### config.mk
export PLATFORM = sky130hd
export DESIGN_NAME = rram_pulse_sequencer
export DESIGN_NICKNAME = d
export VERILOG_FILES = /design/src/rtl/rram_pulse_sequencer.sv
export SDC_FILE = /design/constraint.sdc
export NUM_CORES = 1
export LEC_CHECK = 0
export CELL_PAD_IN_SITES_DETAIL_PLACEMENT = 1
export CELL_PAD_IN_SITES_GLOBAL_PLACEMENT = 1
export CORE_MARGIN = 2
export CORE_UTILIZATION = 40
export CTS_CLUSTER_DIAMETER = 50
export DETAILED_ROUTE_END_ITERATION = 7
export PLACE_DENSITY = 0.79
export REMOVE_ABC_BUFFERS = 1
export SYNTH_ARGS = -nofsm -noshare
export SYNTH_HDL_FRONTEND = slang
export SYNTH_SLANG_ARGS = --single-unit
### constraint.sdc
create_clock -name clk -period 7.47 [get_ports clk]
set_input_delay 0.747 -clock clk [delete_from_list [all_inputs] [get_ports clk]]
set_output_delay 0.747 -clock clk [all_outputs]
set_load 0.03 [all_outputs]
### src/rtl/rram_pulse_sequencer.sv
// rram_pulse_sequencer: drives one RRAM row through clear, set-pulse programming,
// read window and an optional back-propagation pulse.
// Optional feature macro: RRAM_BACKPROP_EN enables the BACK phase and back_req.
// All outputs are registered and take the value of the state being entered.
module rram_pulse_sequencer #(
   parameter int N_COL    = 4,
   parameter int W_BITS   = 4,
   parameter int UNIT_CYC = 10,
   parameter int CLR_CYC  = 4,
   parameter int READ_CYC = 8,
   parameter int BACK_CYC = 5
) (
   input  logic                      clk,
   input  logic                      rst,
   input  logic                      start,
   input  logic [N_COL*W_BITS-1:0]   weight,
   input  logic                      back_req,
   output logic                      busy,
   output logic                      done,
   output logic                      wl,
   output logic [2*N_COL-1:0]        bl_lvl,
   output logic                      dback,
   output logic [2:0]                phase
);

   localparam int PW     = W_BITS + $clog2(UNIT_CYC + 1);
   localparam int PH_MAX = (CLR_CYC > READ_CYC) ?
                           ((CLR_CYC > BACK_CYC) ? CLR_CYC : BACK_CYC) :
                           ((READ_CYC > BACK_CYC) ? READ_CYC : BACK_CYC);
   localparam int PH_W   = $clog2(PH_MAX + 1);
   localparam int CW     = (PW > PH_W) ? PW : PH_W;

   localparam logic [PW-1:0] UNIT_P    = PW'(UNIT_CYC);
   localparam logic [CW-1:0] CLR_LAST  = CW'(CLR_CYC - 1);
   localparam logic [CW-1:0] READ_LAST = CW'(READ_CYC - 1);
   localparam logic [CW-1:0] BACK_LAST = CW'(BACK_CYC - 1);

   typedef enum logic [2:0] {
      S_IDLE  = 3'd0,
      S_CLR   = 3'd1,
      S_SETUP = 3'd2,
      S_SET   = 3'd3,
      S_READ  = 3'd4,
      S_BACK  = 3'd5,
      S_DONE  = 3'd6
   } state_t;

   state_t                    state;
   state_t                    nxt;
   logic [CW-1:0]             cnt;
   logic [CW-1:0]             cnt_nxt;
   logic [N_COL*W_BITS-1:0]   weight_l;
   logic [PW-1:0]             pulse_len [N_COL];
   logic [PW-1:0]             max_len;
   logic                      back_go;
   logic                      wl_nxt;
   logic [2*N_COL-1:0]        bl_nxt;
   logic                      dback_nxt;
   logic                      busy_nxt;
   logic                      done_nxt;

`ifdef RRAM_BACKPROP_EN
   logic back_l;

   // Capture the back-propagation request together with the weights.
   always_ff @(posedge clk) begin
      if (rst) begin
         back_l <= 1'b0;
      end else if (state == S_IDLE && start) begin
         back_l <= back_req;
      end
   end

   assign back_go = back_l;
`else
   logic unused_back_req;
   assign unused_back_req = back_req;
   assign back_go         = 1'b0;
`endif

   // Per-column SET pulse length and the longest of them (sets SET duration).
   always_comb begin
      pulse_len = '{default: '0};
      max_len   = '0;
      for (int i = 0; i < N_COL; i++) begin
         pulse_len[i] = PW'(weight_l[i*W_BITS +: W_BITS]) * UNIT_P;
         if (pulse_len[i] > max_len) begin
            max_len = pulse_len[i];
         end else begin
            max_len = max_len;
         end
      end
   end

   // Next state, phase counter and the output levels of the state being entered.
   always_comb begin
      nxt       = state;
      cnt_nxt   = cnt;
      wl_nxt    = wl;
      bl_nxt    = '0;
      dback_nxt = 1'b0;
      busy_nxt  = 1'b0;
      done_nxt  = 1'b0;

      case (state)
         S_IDLE: begin
            cnt_nxt = '0;
            if (start) begin
               nxt = S_CLR;
            end else begin
               nxt = S_IDLE;
            end
         end
         S_CLR: begin
            if (cnt == CLR_LAST) begin
               nxt     = S_SETUP;
               cnt_nxt = '0;
            end else begin
               cnt_nxt = cnt + CW'(1);
            end
         end
         S_SETUP: begin
            cnt_nxt = '0;
            if (max_len == '0) begin
               nxt = S_READ;
            end else begin
               nxt = S_SET;
            end
         end
         S_SET: begin
            if ((cnt + CW'(1)) == CW'(max_len)) begin
               nxt     = S_READ;
               cnt_nxt = '0;
            end else begin
               cnt_nxt = cnt + CW'(1);
            end
         end
         S_READ: begin
            if (cnt == READ_LAST) begin
               cnt_nxt = '0;
               if (back_go) begin
                  nxt = S_BACK;
               end else begin
                  nxt = S_DONE;
               end
            end else begin
               cnt_nxt = cnt + CW'(1);
            end
         end
         S_BACK: begin
            if (cnt == BACK_LAST) begin
               nxt     = S_DONE;
               cnt_nxt = '0;
            end else begin
               cnt_nxt = cnt + CW'(1);
            end
         end
         S_DONE: begin
            nxt     = S_IDLE;
            cnt_nxt = '0;
         end
         default: begin
            nxt     = S_IDLE;
            cnt_nxt = '0;
         end
      endcase

      case (nxt)
         S_IDLE: begin
            wl_nxt = wl;
         end
         S_CLR: begin
            wl_nxt   = 1'b0;
            busy_nxt = 1'b1;
         end
         S_SETUP: begin
            wl_nxt   = 1'b1;
            busy_nxt = 1'b1;
         end
         S_SET: begin
            wl_nxt   = 1'b1;
            busy_nxt = 1'b1;
            for (int i = 0; i < N_COL; i++) begin
               bl_nxt[2*i +: 2] = (cnt_nxt < CW'(pulse_len[i])) ? 2'b10 : 2'b00;
            end
         end
         S_READ: begin
            wl_nxt   = 1'b1;
            busy_nxt = 1'b1;
         end
         S_BACK: begin
            wl_nxt   = 1'b1;
            busy_nxt = 1'b1;
`ifdef RRAM_BACKPROP_EN
            dback_nxt = 1'b1;
            bl_nxt    = {N_COL{2'b01}};
`else
            dback_nxt = 1'b0;
            bl_nxt    = '0;
`endif
         end
         S_DONE: begin
            wl_nxt   = 1'b1;
            done_nxt = 1'b1;
         end
         default: begin
            wl_nxt = 1'b0;
         end
      endcase
   end

   // State, counter, latched weights and registered row levels.
   always_ff @(posedge clk) begin
      if (rst) begin
         state    <= S_IDLE;
         cnt      <= '0;
         weight_l <= '0;
         wl       <= 1'b0;
         bl_lvl   <= '0;
         dback    <= 1'b0;
         busy     <= 1'b0;
         done     <= 1'b0;
      end else begin
         state  <= nxt;
         cnt    <= cnt_nxt;
         wl     <= wl_nxt;
         bl_lvl <= bl_nxt;
         dback  <= dback_nxt;
         busy   <= busy_nxt;
         done   <= done_nxt;
         if (state == S_IDLE && start) begin
            weight_l <= weight;
         end
      end
   end

   assign phase = state;

endmodule

# After elaboration in Yosys (flattened, before gate mapping)
# Index checks and enable logic that the tools add are counted.
[op_classes]
addsub = 1
n_mul = 4
n_div = 0
magnitude_cmp = 8
eq_ne = 15
n_shift = 0
muxes = 23
bitwise = 1
reduce_logical = 7
[op_table]
columns = ["op", "count"]
rows = [
  ["8-bit two-way mux", 8],
  ["8-bit less-than comparator", 4],
  ["8-bit one-hot mux with 4 select lines", 1],
  ["4-bit by 3-bit multiplier with 7-bit output (second input constant)", 4],
  ["8-bit > comparator", 3],
  ["3-bit one-hot mux with 6 select lines", 1],
  ["8-bit by 3-bit equality test with 1-bit output (second input constant)", 2],
  ["3-bit equality test (second input constant)", 5],
  ["3-bit two-way mux", 5],
  ["3-bit by 2-bit equality test with 1-bit output (second input constant)", 4],
  ["5-bit OR reduction", 2],
  ["8-bit by 1-bit adder with 8-bit output (second input constant)", 1],
  ["8-bit by 2-bit equality test with 1-bit output (second input constant)", 1],
  ["8-bit equality test", 1],
  ["8-bit by 1-bit > comparator with 1-bit output (second input constant)", 1],
  ["8-bit zero test", 1],
  ["2-bit two-way mux", 4],
  ["3-bit by 1-bit equality test with 1-bit output (second input constant)", 2],
  ["3-bit zero test", 2],
  ["1-bit two-way mux", 3],
  ["1-bit one-hot mux with 2 select lines", 1],
  ["2-bit OR reduction", 1],
  ["1-bit logical AND", 1],
  ["1-bit inverter", 1],
]
[totals]
reg_bits = 38
latchBits = 0
mem_bits_rw = 0
rom_bits = 0
in_bits = 20
output_inout_bits = 15
word_cells = 66
memories = 0

# Logic depth before layout (Yosys ltp)
[logic_depth]
ltp_word = 15
depth_mapped = 35
depth_no_buf = 33

# Worst setup path before layout
# Ideal clock, no wire load.
[synth_path]
kind = "register to register"
start = "register weight_l[3]"
end = "register bl_lvl[7]"
setup_time_ns = 0.112
arrival_time_ns = 7.479
required_ns = 7.358
setup_slack_ns = -0.121
path_stages_with_launch = 34
n_path_buf = 3
path_cell_list = "dfxtp_1 -> ha_1 -> ha_1 -> inv_1 -> fa_1 -> clkbuf_1 -> ha_1 -> nand4_4 -> a21o_2 -> a221oi_1 -> a21oi_1 -> ha_1 -> and3_1 -> and2_2 -> a21oi_2 -> a211oi_2 -> a21o_1 -> ha_1 -> nand3_1 -> or2_2 -> o21ai_1 -> buf_2 -> mux2i_1 -> o311ai_1 -> a211oi_1 -> nand4_1 -> a31oi_1 -> buf_2 -> nor2_1 -> ha_1 -> a21o_1 -> a21o_2 -> a221o_1 -> a2111oi_1"
[synth_lines]
columns = ["element", "line", "source"]
rows = [
  ["from (decl)", "52", "logic [N_COL*W_BITS-1:0] weight_l;"],
  ["from (signal assigned)", "232", "weight_l <= weight;"],
  ["4-bit by 3-bit multiplier with 7-bit output (*)", "86", "pulse_len[i] = PW'(weight_l[i*W_BITS +: W_BITS]) * UNIT_P;"],
  ["8-bit by 1-bit > comparator with 1-bit output", "87", "if (pulse_len[i] > max_len) begin"],
  ["8-bit two-way mux (*)", "87", ""],
  ["8-bit > comparator", "87", ""],
  ["8-bit two-way mux (*)", "87", ""],
  ["8-bit > comparator", "87", ""],
  ["8-bit two-way mux (*)", "87", ""],
  ["8-bit > comparator", "87", ""],
  ["8-bit two-way mux (*)", "87", ""],
  ["8-bit equality test (*)", "131", "if ((cnt + CW'(1)) == CW'(max_len)) begin"],
  ["8-bit two-way mux (*)", "131", ""],
  ["8-bit one-hot mux with 4 select lines (*)", "105", "case (state)"],
  ["named net cnt_nxt[5]", "51", "logic [CW-1:0] cnt_nxt;"],
  ["8-bit less-than comparator (*)", "184", "bl_nxt[2*i +: 2] = (cnt_nxt < CW'(pulse_len[i])) ? 2'b10 : 2'b00;"],
  ["2-bit two-way mux (*)", "184", ""],
  ["to (signal assigned)", "227", "bl_lvl <= bl_nxt;"],
  ["to (decl)", "21", "output logic [2*N_COL-1:0] bl_lvl,"],
]
# The timed path passes the listed nets; every way through them passes the cells marked *.
# A chain may end at the register's enable or synchronous reset.

# Worst setup path in the final report
[layout_path]
start = "register weight_l[1]"
end = "register bl_lvl[3]"
# Same word-level chain as after synthesis.

==> impl_metrics.xml <==
<?xml version="1.0" encoding="UTF-8"?>
<metrics>
  <group name="finish">
    <metric name="final_core_util" unit="">0.5835</metric>
    <metric name="area.growth.synth_to_final" unit="%">43.41</metric>
    <metric name="finalInstanceArea" unit="µm²">5340</metric>
    <metric name="num_antenna_cells" unit="">0</metric>
    <metric name="mostFrequentLayoutCell" unit="">buf_4</metric>
    <metric name="mostFrequentLayoutCells" unit="">buf_4, nand2_1, ha_1, inv_1</metric>
    <metric name="layout-drive-gt1-share" unit="">0.3412</metric>
    <metric name="fin_nets" unit="">637</metric>
    <metric name="post_layout_nonfiller_instances" unit="">662</metric>
  </group>
  <group name="route">
    <metric name="dr.first_iter.drc_count" unit="">335</metric>
    <metric name="postRouteAntennaNets" unit="">0</metric>
    <metric name="drt_pre_antenna_iters" unit="">5</metric>
    <metric name="drt-wirelength-per-cell" unit="µm">26.17</metric>
    <metric name="via_count" unit="">4327</metric>
    <metric name="finalWirelength" unit="µm">17320</metric>
    <metric name="routed_vias_inst" unit="">6.536</metric>
    <metric name="post-route-drc-count" unit="">0</metric>
  </group>
  <group name="cts">
    <metric name="sink_count" unit="">34</metric>
    <metric name="ctsHtreeMaxLevel" unit="">2</metric>
    <metric name="clkTransAtPathRegs" unit="ps">80</metric>
    <metric name="cts_buffers" unit="">5</metric>
    <metric name="clk_path_buf_depth" unit="">2</metric>
    <metric name="cts_tree" unit="">yes</metric>
    <metric name="clkLatencyLatePin" unit="ps">310</metric>
    <metric name="ctsRootBufferMaster" unit="">clkbuf_8</metric>
  </group>
  <group name="die">
    <metric name="core.rowCount" unit="">35</metric>
    <metric name="die-width" unit="µm">100.5</metric>
    <metric name="die-height" unit="µm">100.5</metric>
    <metric name="initial_utilization" unit="">0.4068</metric>
    <metric name="core_area" unit="µm²">9153</metric>
    <metric name="ios" unit="">35</metric>
    <metric name="die_area" unit="µm²">10100</metric>
  </group>
  <group name="sta">
    <metric name="setup_total_negative_slack" unit="ps">-1581</metric>
    <metric name="final.setup.worst_slack" unit="ps">-442.4</metric>
    <metric name="timing.fmax" unit="MHz">126.4</metric>
    <metric name="maxSlewHeadroom" unit="">0.4151</metric>
    <metric name="timing.final.crit_share" unit="">1.059</metric>
    <metric name="rsz0062_at_grt" unit="">yes</metric>
    <metric name="worstMarginPinSlew" unit="ps">874.6</metric>
    <metric name="finalHoldViolations" unit="">0</metric>
    <metric name="report.final.slew_viol_count" unit="">0</metric>
    <metric name="clock-skew-final" unit="ps">10.38</metric>
    <metric name="final.min_clock_period" unit="ps">7912</metric>
    <metric name="report.final.setup_viol" unit="">4</metric>
  </group>
  <group name="synthesis">
    <metric name="syn_area" unit="µm²">3724</metric>
    <metric name="syn_area_per_cell" unit="µm²">8.220</metric>
    <metric name="yosys.cell_types.count" unit="">72</metric>
    <metric name="instance_count_of_the_mapped_netlist" unit="">453</metric>
    <metric name="synth_seq_cells" unit="">34</metric>
    <metric name="synth_sequential_area_ratio" unit="">0.1828</metric>
    <metric name="synth_enable_flop_cells" unit="">0</metric>
    <metric name="yosys_most_used_dff" unit="">dfxtp_1</metric>
    <metric name="synthesis.yosys.warnings" unit="">0</metric>
    <metric name="ys_async_sr_fraction" unit="">0</metric>
  </group>
  <group name="global_route">
    <metric name="grt_pass1_vias" unit="">4313</metric>
    <metric name="grt_start_max_net_pins" unit="">35</metric>
    <metric name="grt.total_usage" unit="">0.2701</metric>
    <metric name="number_of_antenna_violations_at_the_first_check_in_global_routing" unit="">0</metric>
    <metric name="grt_first_pass_wirelength" unit="µm">21400</metric>
    <metric name="globalRouteOverflowTotal" unit="">0</metric>
  </group>
  <group name="placement">
    <metric name="last_weighted_congestion_value_of_the_routability_driven_placer" unit="">0.9579</metric>
    <metric name="dp_hpwl" unit="µm">9939</metric>
    <metric name="port_buffers" unit="">28</metric>
    <metric name="placed_cell_area" unit="µm²">4518</metric>
    <metric name="placedCellCount" unit="">639</metric>
  </group>
  <group name="status">
    <metric name="violations" unit="">negative setup slack</metric>
    <metric name="outcome" unit="">complete, but fails checks</metric>
  </group>
  <group name="power">
    <metric name="power.leakage" unit="nW">2.225</metric>
    <metric name="totalPowerFinal" unit="W">0.001513</metric>
    <metric name="peakVddDrop" unit="mV">0.1535</metric>
    <metric name="pwr_density_cell" unit="nW/µm²">283.3</metric>
  </group>
  <group name="worst_setup_path">
    <metric name="cp_max_fo" unit="">6</metric>
    <metric name="type_of_origin_of_the_critical_path" unit="">register</metric>
    <metric name="regToRegStartpoint" unit="">weight_l[1]</metric>
    <metric name="worst_path_most_repeated_cell" unit="">ha_4</metric>
    <metric name="end_kind" unit="">register</metric>
    <metric name="path_class" unit="">register to register</metric>
    <metric name="timing.critical_path.arrival" unit="ps">8120</metric>
    <metric name="crit_path_top_delay_cell" unit="">fa_2</metric>
    <metric name="crit_path_from" unit="">weight_l[1]</metric>
    <metric name="timing.critical_path.slowest_cell_delay" unit="ps">390</metric>
    <metric name="critPathRequiredTime" unit="ps">7680</metric>
  </group>
  <group name="flow_run">
    <metric name="max-cap-violations" unit="">0</metric>
  </group>
  <group name="worst_hold_path">
    <metric name="timing.hold.worst.start" unit="">weight_l[8]</metric>
    <metric name="hp-class" unit="">register to register</metric>
  </group>
</metrics>
## metal layers
metal,vias to the layer above,routed length [µm],share of wire,track usage
met1,2109,6666,0.38,0.3301
met5,-,0,0,0
met3,102,1124,0.065,0.03814
met4,0,928,0.054,0.09905
li1,1856,-,-,-
met2,260,8605,0.50,0.4806
## what timing repair did
action | 4_1_cts | 5_1_grt
setup endpoints to repair | 4 | 4
hold buffers | 0 | 0
setup buffers | 5 | 10
gates resized for setup | 31 | 66
pin swaps | 23 | 48
## sequential cells by signal, indices dropped and copies added, names as in the netlist
name      cells
bl_lvl        4
wl            1
done          1
weight_l     16
phase         3
busy          1
cnt           8
## worst max-delay path, delay by kind of cell, from the launching register on
| kind | cells | cell delay, ps |
|---|---|---|
| and+or+nand+nor | 9 | 1750 |
| xor gates and xnor gates | 1 | 210 |
| buffers and inverters | 3 | 460 |
| AOI/OAI and AO/OA | 12 | 3180 |
| DFF | 1 | 350 |
| adders and majority gates | 7 | 1850 |
## area by class of cell
class / count / area [µm²]
Clock buffer: 5 / 68.82
Clock inverter: 3 / 45.04
Fill cell: 1057 / 3812
Inverter: 35 / 131.4
Multi-Input combinational cell: 368 / 3390
Sequential cell: 34 / 685.7
Tap cell: 111 / 138.9
Timing Repair Buffer: 106 / 880.8
## worst paths after layout
| kind | end | slack, ps | depth (start not counted) |
|---|---|---|---|
| worst max-delay path | bl_lvl[3] | -440 | 32 |
| worst min register to register | weight_l[8] | 500 | 2 |
| worst max register to register | bl_lvl[3] | -440 | 32 |
| worst min-delay path | weight_l[8] | 500 | 2 |
## Yosys cell counts (all sizes together) (2+ instances only)
cell type / instances / area (µm²)
a2111oi: 6 / 75.07
a211oi: 5 / 42.54
a21o: 13 / 102.6
a21oi: 47 / 261.5
a221o: 3 / 30.03
a221oi: 5 / 80.08
a22o: 2 / 18.77
a31oi: 4 / 25.02
and2: 5 / 32.53
and3: 7 / 46.29
and4: 2 / 17.52
buf: 8 / 52.55
clkbuf: 12 / 66.31
dfxtp: 34 / 680.7
fa: 4 / 80.08
ha: 63 / 788.3
inv: 35 / 131.4
mux2i: 4 / 40.04
nand2: 52 / 195.2
nand3: 14 / 70.07
nand3b: 4 / 30.03
nand4: 11 / 83.83
nor2: 23 / 86.33
nor2b: 2 / 12.51
nor3: 12 / 60.06
nor3b: 2 / 15.01
nor4: 2 / 12.51
nor4b: 3 / 38.79
o211ai: 7 / 52.55
o21a: 7 / 60.05
o21ai: 14 / 77.57
o21bai: 3 / 22.52
o311ai: 4 / 35.04
o31ai: 3 / 22.52
or2: 2 / 12.51
or4: 2 / 18.77
xnor2: 4 / 35.03
xor2: 9 / 78.83
## cell families after synthesis
logic type	Yosys count	synth area share
buffers and inverters	55	0.06720
other	1	0.001007
adder cells (fa/ha/maj)	67	0.2332
XOR/XNOR	13	0.03058
flip-flops	34	0.1828
AND/OR/NAND/NOR	145	0.2006
AO/OA/AOI/OAI	133	0.2708
multiplexers	5	0.01378
## stage by stage
stage                     setup WS [ps]  hold WS (ps)
after floorplan                  -466.1         447.0
after global placement           -272.8         445.6
after detailed placement         -422.2         474.6
after CTS                         6.805         487.4
after global routing             -695.9         523.0
final                            -442.4         496.3
## where the power goes
part           switching, W  internal [W]
clock             0.0000842     0.0000994
sequential        0.0000100      0.000188
combinational      0.000638      0.000493
No activity file was read; power rests on OpenSTA's default activity.
